--- config.mk ---
export PLATFORM = sky130hd
export DESIGN_NAME = video_timing_gen
export DESIGN_NICKNAME = d
export VERILOG_FILES = /design/src/rtl/vid_pkg.sv /design/src/rtl/vtg_delay_line.sv /design/src/rtl/video_timing_gen.sv
export SDC_FILE = /design/constraint.sdc
export NUM_CORES = 1
export LEC_CHECK = 0
export BUFFER_PORTS_ARGS = -buffer_cell sky130_fd_sc_hd__buf_2
export CAP_MARGIN = 20
export CORE_MARGIN = 2
export CORE_UTILIZATION = 35
export CTS_CLUSTER_SIZE = 20
export DETAILED_ROUTE_END_ITERATION = 8
export HOLD_SLACK_MARGIN = 0.02
export PLACE_DENSITY = 0.63
export SETUP_SLACK_MARGIN = 0.2
export SLEW_MARGIN = 20
export SYNTH_ARGS = -nofsm -noshare
export SYNTH_HDL_FRONTEND = slang
export SYNTH_HIERARCHICAL = 1
export SYNTH_SLANG_ARGS = --single-unit
--- constraint.sdc ---
create_clock -name clk -period 3.5 [get_ports clk]
set_input_delay 0.35 -clock clk [delete_from_list [all_inputs] [get_ports clk]]
set_output_delay 0.35 -clock clk [all_outputs]
set_load 0.005 [all_outputs]
--- src/rtl/vid_pkg.sv ---
// Shared video definitions: 1080p60 timing constants, counter width,
// pattern-mode encodings and small helpers for the timing generator.
package vid_pkg;

  localparam int CNT_W = 12;

  localparam int H_ACTIVE = 1920;
  localparam int H_FP     = 88;
  localparam int H_SYNC   = 44;
  localparam int H_TOTAL  = 2200;

  localparam int V_ACTIVE = 1080;
  localparam int V_FP     = 4;
  localparam int V_SYNC   = 5;
  localparam int V_TOTAL  = 1125;

  typedef enum logic [2:0] {
    PAT_BARS    = 3'd0,
    PAT_RAMP    = 3'd1,
    PAT_CHECKER = 3'd2,
    PAT_SOLID   = 3'd3,
    PAT_MOVE    = 3'd4
  } pat_mode_e;

  typedef struct packed {
    logic de;
    logic hs;
    logic vs;
  } tim_t;

  // Half-open window test on a counter, done one bit wider than the
  // counter so that lo/hi sums near the top of the range cannot wrap.
  function automatic logic in_win(
    input logic [CNT_W-1:0] c,
    input logic [CNT_W:0]   lo,
    input logic [CNT_W:0]   hi
  );
    return ({1'b0, c} >= lo) && ({1'b0, c} < hi);
  endfunction

endpackage

--- src/rtl/vtg_delay_line.sv ---
// Enable-gated shift register with a per-stage reset value; realigns
// the raster control bits with downstream registered pixel data.
module vtg_delay_line #(
  parameter int             W       = 3,
  parameter int             DEPTH   = 1,
  parameter logic [W-1:0]   RST_VAL = '0
) (
  input  logic         clk,
  input  logic         reset,
  input  logic         en,
  input  logic [W-1:0] d,
  output logic [W-1:0] q
);

  logic [W-1:0] stg [DEPTH];

  // Shift one stage per enabled cycle; reset loads every stage.
  always_ff @(posedge clk or negedge reset) begin
    if (!reset) begin
      for (int i = 0; i < DEPTH; i++) begin
        stg[i] <= RST_VAL;
      end
    end else if (en) begin
      stg[0] <= d;
      for (int i = 1; i < DEPTH; i++) begin
        stg[i] <= stg[i-1];
      end
    end
  end

  assign q = stg[DEPTH-1];

endmodule

--- src/rtl/video_timing_gen.sv ---
// Raster timing generator: undelayed hcnt/vcnt plus delayed sync/DE.
// Optional frame counter port enabled by defining VTG_FRAME_CNT_EN.
module video_timing_gen
  import vid_pkg::*;
#(
  parameter int   ACTIVE_H = H_ACTIVE,
  parameter int   FP_H     = H_FP,
  parameter int   SYNC_H   = H_SYNC,
  parameter int   TOTAL_H  = H_TOTAL,
  parameter int   ACTIVE_V = V_ACTIVE,
  parameter int   FP_V     = V_FP,
  parameter int   SYNC_V   = V_SYNC,
  parameter int   TOTAL_V  = V_TOTAL,
  parameter logic SYNC_POL = 1'b1,
  parameter int   PIPE_DLY = 1
) (
  input  logic             clk,
  input  logic             reset,
  input  logic             en,
  output logic [CNT_W-1:0] hcnt,
  output logic [CNT_W-1:0] vcnt,
  output logic             line_start,
  output logic             frame_start,
  output logic             hsync_o,
  output logic             vsync_o,
  output logic             de_o
`ifdef VTG_FRAME_CNT_EN
  ,
  output logic [7:0]       frame_cnt
`endif
);

  if ((TOTAL_H < ACTIVE_H + FP_H + SYNC_H + 1) ||
      (TOTAL_V < ACTIVE_V + FP_V + SYNC_V + 1) ||
      (TOTAL_H > (1 << CNT_W)) ||
      (TOTAL_V > (1 << CNT_W)) ||
      (PIPE_DLY < 1) || (PIPE_DLY > 4)) begin : g_bad_cfg
    $error("video_timing_gen: illegal timing parameters");
  end

  localparam logic [CNT_W-1:0] H_LAST = CNT_W'(TOTAL_H - 1);
  localparam logic [CNT_W-1:0] V_LAST = CNT_W'(TOTAL_V - 1);

  localparam logic [CNT_W:0] H_ACT  = (CNT_W+1)'(ACTIVE_H);
  localparam logic [CNT_W:0] V_ACT  = (CNT_W+1)'(ACTIVE_V);
  localparam logic [CNT_W:0] HS_LO  = (CNT_W+1)'(ACTIVE_H + FP_H);
  localparam logic [CNT_W:0] HS_HI  =
    (CNT_W+1)'(ACTIVE_H + FP_H + SYNC_H);
  localparam logic [CNT_W:0] VS_LO  = (CNT_W+1)'(ACTIVE_V + FP_V);
  localparam logic [CNT_W:0] VS_HI  =
    (CNT_W+1)'(ACTIVE_V + FP_V + SYNC_V);

  localparam tim_t TIM_RST = '{
    de: 1'b0,
    hs: ~SYNC_POL,
    vs: ~SYNC_POL
  };

  logic h_last;
  logic v_last;
  logic hs_act;
  logic vs_act;
  tim_t raw;
  tim_t dly;

  assign h_last = (hcnt == H_LAST);
  assign v_last = (vcnt == V_LAST);

  // Pixel counter wraps every line; line counter steps on that wrap.
  always_ff @(posedge clk or negedge reset) begin
    if (!reset) begin
      hcnt <= '0;
      vcnt <= '0;
    end else if (en) begin
      if (h_last) begin
        hcnt <= '0;
        if (v_last) begin
          vcnt <= '0;
        end else begin
          vcnt <= vcnt + CNT_W'(1);
        end
      end else begin
        hcnt <= hcnt + CNT_W'(1);
      end
    end
  end

  // Raw raster decode straight from the counters.
  always_comb begin
    hs_act = in_win(hcnt, HS_LO, HS_HI);
    vs_act = in_win(vcnt, VS_LO, VS_HI);
    raw.de = ({1'b0, hcnt} < H_ACT) && ({1'b0, vcnt} < V_ACT);
    raw.hs = SYNC_POL ? hs_act : ~hs_act;
    raw.vs = SYNC_POL ? vs_act : ~vs_act;
  end

  assign line_start  = en && (hcnt == '0);
  assign frame_start = line_start && (vcnt == '0);

  vtg_delay_line #(
    .W       (3),
    .DEPTH   (PIPE_DLY),
    .RST_VAL (TIM_RST)
  ) u_dly (
    .clk   (clk),
    .reset (reset),
    .en    (en),
    .d     (raw),
    .q     (dly)
  );

  assign de_o    = dly.de;
  assign hsync_o = dly.hs;
  assign vsync_o = dly.vs;

`ifdef VTG_FRAME_CNT_EN
  // Count frames on the cycle where both counters wrap together.
  always_ff @(posedge clk or negedge reset) begin
    if (!reset) begin
      frame_cnt <= '0;
    end else if (en && h_last && v_last) begin
      frame_cnt <= frame_cnt + 8'd1;
    end
  end
`endif

endmodule

==> results_dict.tcl <==
set metrics [dict create \
    cts_setup_buffers 0 \
    synthAdderAreaFrac 0.0321 \
    power.density_mw_per_mm2 411 \
    relSlewSlack 0.568 \
    drv_cap 0 \
    clk_path_buf_depth 2 \
    gp_congestion 0.893 \
    synthCells 157 \
    dp_cells 232 \
    synth-simple-area-share 0.271 \
    critPathBufInv 1 \
    nFillCells 450 \
    clk_pin_slew_ns 0.09 \
    synth_cell_type_count 42 \
    final_cells 236 \
    initial_core_util 0.360 \
    regArea_um2 676 \
    coreArea_mm2 0.00432 \
    synthesis.nets 164 \
    worst_slack_ns 1.36 \
    drc 0 \
    period_needed_ns 2.14 \
    dpl_cell_area_mm2 0.00169 \
    finalSetupTns_ns 0 \
    async_flop_share 1.00 \
    routedWlPerCell_um 14.5 \
    syn_area_mm2 0.00156 \
    cts.sinks 27 \
    root_buffer "clkbuf_8" \
    setup_viol 0 \
    ant_nets 0 \
    grt_pass1_wl_mm 5.89 \
    ys_seq_area_frac 0.434 \
    crit_path_end_kind "primary output" \
    hold_slack_ns 0.0671 \
    critPathTopFamily "simple AND/OR/NAND/NOR gates" \
    cts_hold_buf 0 \
    rows 24 \
    cts_tree "done" \
    fp.dieH_um 70.7 \
    synth_edf_count 0 \
    grt_antenna_before_repair 0 \
    vias 1292 \
    grt_pass1_vias 1278 \
    die_w_um 70.7 \
    cpMaxStageDelayCell "dfrtp_1" \
    multi_input_area_um2 771 \
    p_leak_nw 0.815 \
    synthFlopType "dfrtp_1" \
    ys_ff_latch 27 \
    power.total_mw 0.715 \
    vdd.ir_drop.worst_mv 0.195 \
    max_freq_mhz 467 \
    avgSynthCellArea_um2 9.92 \
    min_period_over_period 0.612 \
    cp_cell_sequence "nor4_4 > nand3_1 > nor4_1 > buf_2" \
    cts_resized 0 \
    synth_xor_area_frac 0.0787 \
    clk_latency_ns 0.28 \
    grtUsageTotal 0.145 \
    first_pass_iters 4 \
    die_area_mm2 0.00500 \
    final-hold-violation-count 0 \
    place_ws_ns 1.60 \
    nets 192 \
    vias_per_cell 5.47 \
    drtIter0Drc 169 \
    drv_slew 0 \
    routed_wirelength_mm 3.42 \
    worstSetupPathType "register to primary output" \
    grt_max_degree 28 \
    yosysWarningCount 6 \
    numCtsBuffers 3 \
    diodes 0 \
    area_delta_synth_final_pct 11.6 \
    start_kind "register" \
    worstMarginPinSlew_ns 0.640 \
    ctsHtreeMaxLevel 1 \
    muxShareOfSynthArea 0.0217 \
    crit_required_ns 3.15 \
    numPortBuffers 31 \
    drive_gt1_frac 0.266 \
    fin_util 0.402 \
    arrival_ns 1.79 \
    overflow 0 \
    fin_area_mm2 0.00174 \
    cpPeakStageDelay_ns 0.47 \
    rsz0062_at_grt "no" \
    dp_hpwl_mm 2.47 \
    fin_skew_ns 0.00382 \
    io_pins 32 \
    synth_compound_area_frac 0.0916 \
    synth_top_family_by_area "simple AND/OR/NAND/NOR gates" \
    cp_max_fo 6 \
    min_path_type "input port to async pin" \
    outcome "finished clean" \
]
placed cells by master, fill, tap and decap left out, types with 4 or more instances in the layout:
cell	count
xnor2_1	8
nand4_1	8
dfrtp_1	27
nor4_1	4
o21ai_0	12
ha_1	4
nor2_1	11
buf_2	31
inv_1	7
xor2_1	6
nand3_1	12
nor3_1	4
nand2_1	14
cells by family after synthesis:
family                   Yosys count
AND/OR/NAND/NOR                   71
flip-flops                        27
AO/OA/AOI/OAI                     23
buffers and inverters             15
XOR/XNOR                          14
adder cells (fa/ha/maj)            4
multiplexers                       3
routing by layer:
layer / vias to the layer above / track usage / wire length, µm
li1: 620 / - / -
met5: - / 0 / 0
met2: 41 / 0.244 / 1650
met4: 0 / 0.0398 / 24
met1: 626 / 0.188 / 1530
met3: 5 / 0.0356 / 227
cell type report:
class / count / area share
multi-input combinational: 115 / 0.443
inverter: 7 / 0.0151
sequential: 27 / 0.388
timing repair buffer: 31 / 0.0892
clock inverter: 1 / 0.00288
clock buffer: 3 / 0.0237
tap: 52 / 0.0374
report_power, final:
part	switching, mW	leakage (nW)	internal (mW)
clock network	0.0997	0.0255	0.0799
registers	0.0571	0.347	0.340
logic	0.0735	0.443	0.0647
state kept, by name, summed over array words and instances, names as in the netlist:
signal / cells
hcnt: 12
vcnt: 12
u_dly/q: 3
path summary, 6_finish.rpt:
path | start | to | slack, ns | cells past startpoint
worst max-delay path | hcnt[8] | frame_start | 1.36 | 4
max in group asynchronous | reset | hcnt[11] | 3.04 | 1
worst min-delay path | reset | vcnt[3] | 0.07 | 1
worst min register to register | u_dly/q[1] | u_dly/q[1] | 0.52 | 1
worst max register to register | hcnt[8] | vcnt[8] | 1.56 | 4
min in group clk | en | hcnt[1] | 0.42 | 2
cells in the mapped netlist, types with 3 or more instances:
cell	n	area, µm²
mux2_2	3	33.8
xnor2_1	8	70.1
ha_1	4	50.1
nand2_1	14	52.6
nand4_1	8	50.1
nor4_1	4	25.0
nand3_1	12	60.1
xor2_1	6	52.6
o21ai_0	12	60.1
a31oi_1	3	18.8
dfrtp_1	27	676
nor2_1	11	41.3
and3_2	3	22.5
inv_1	7	26.3
nor3_1	4	20.0
worst register-to-register path: cells and delay by family (launching register included):
| kind | cells | cell delay, ns |
|---|---|---|
| XOR/XNOR | 1 | 0.16 |
| AND/OR/NAND/NOR | 3 | 1.20 |
| flip-flops | 1 | 0.47 |
Power figures use the tool's default switching activity.
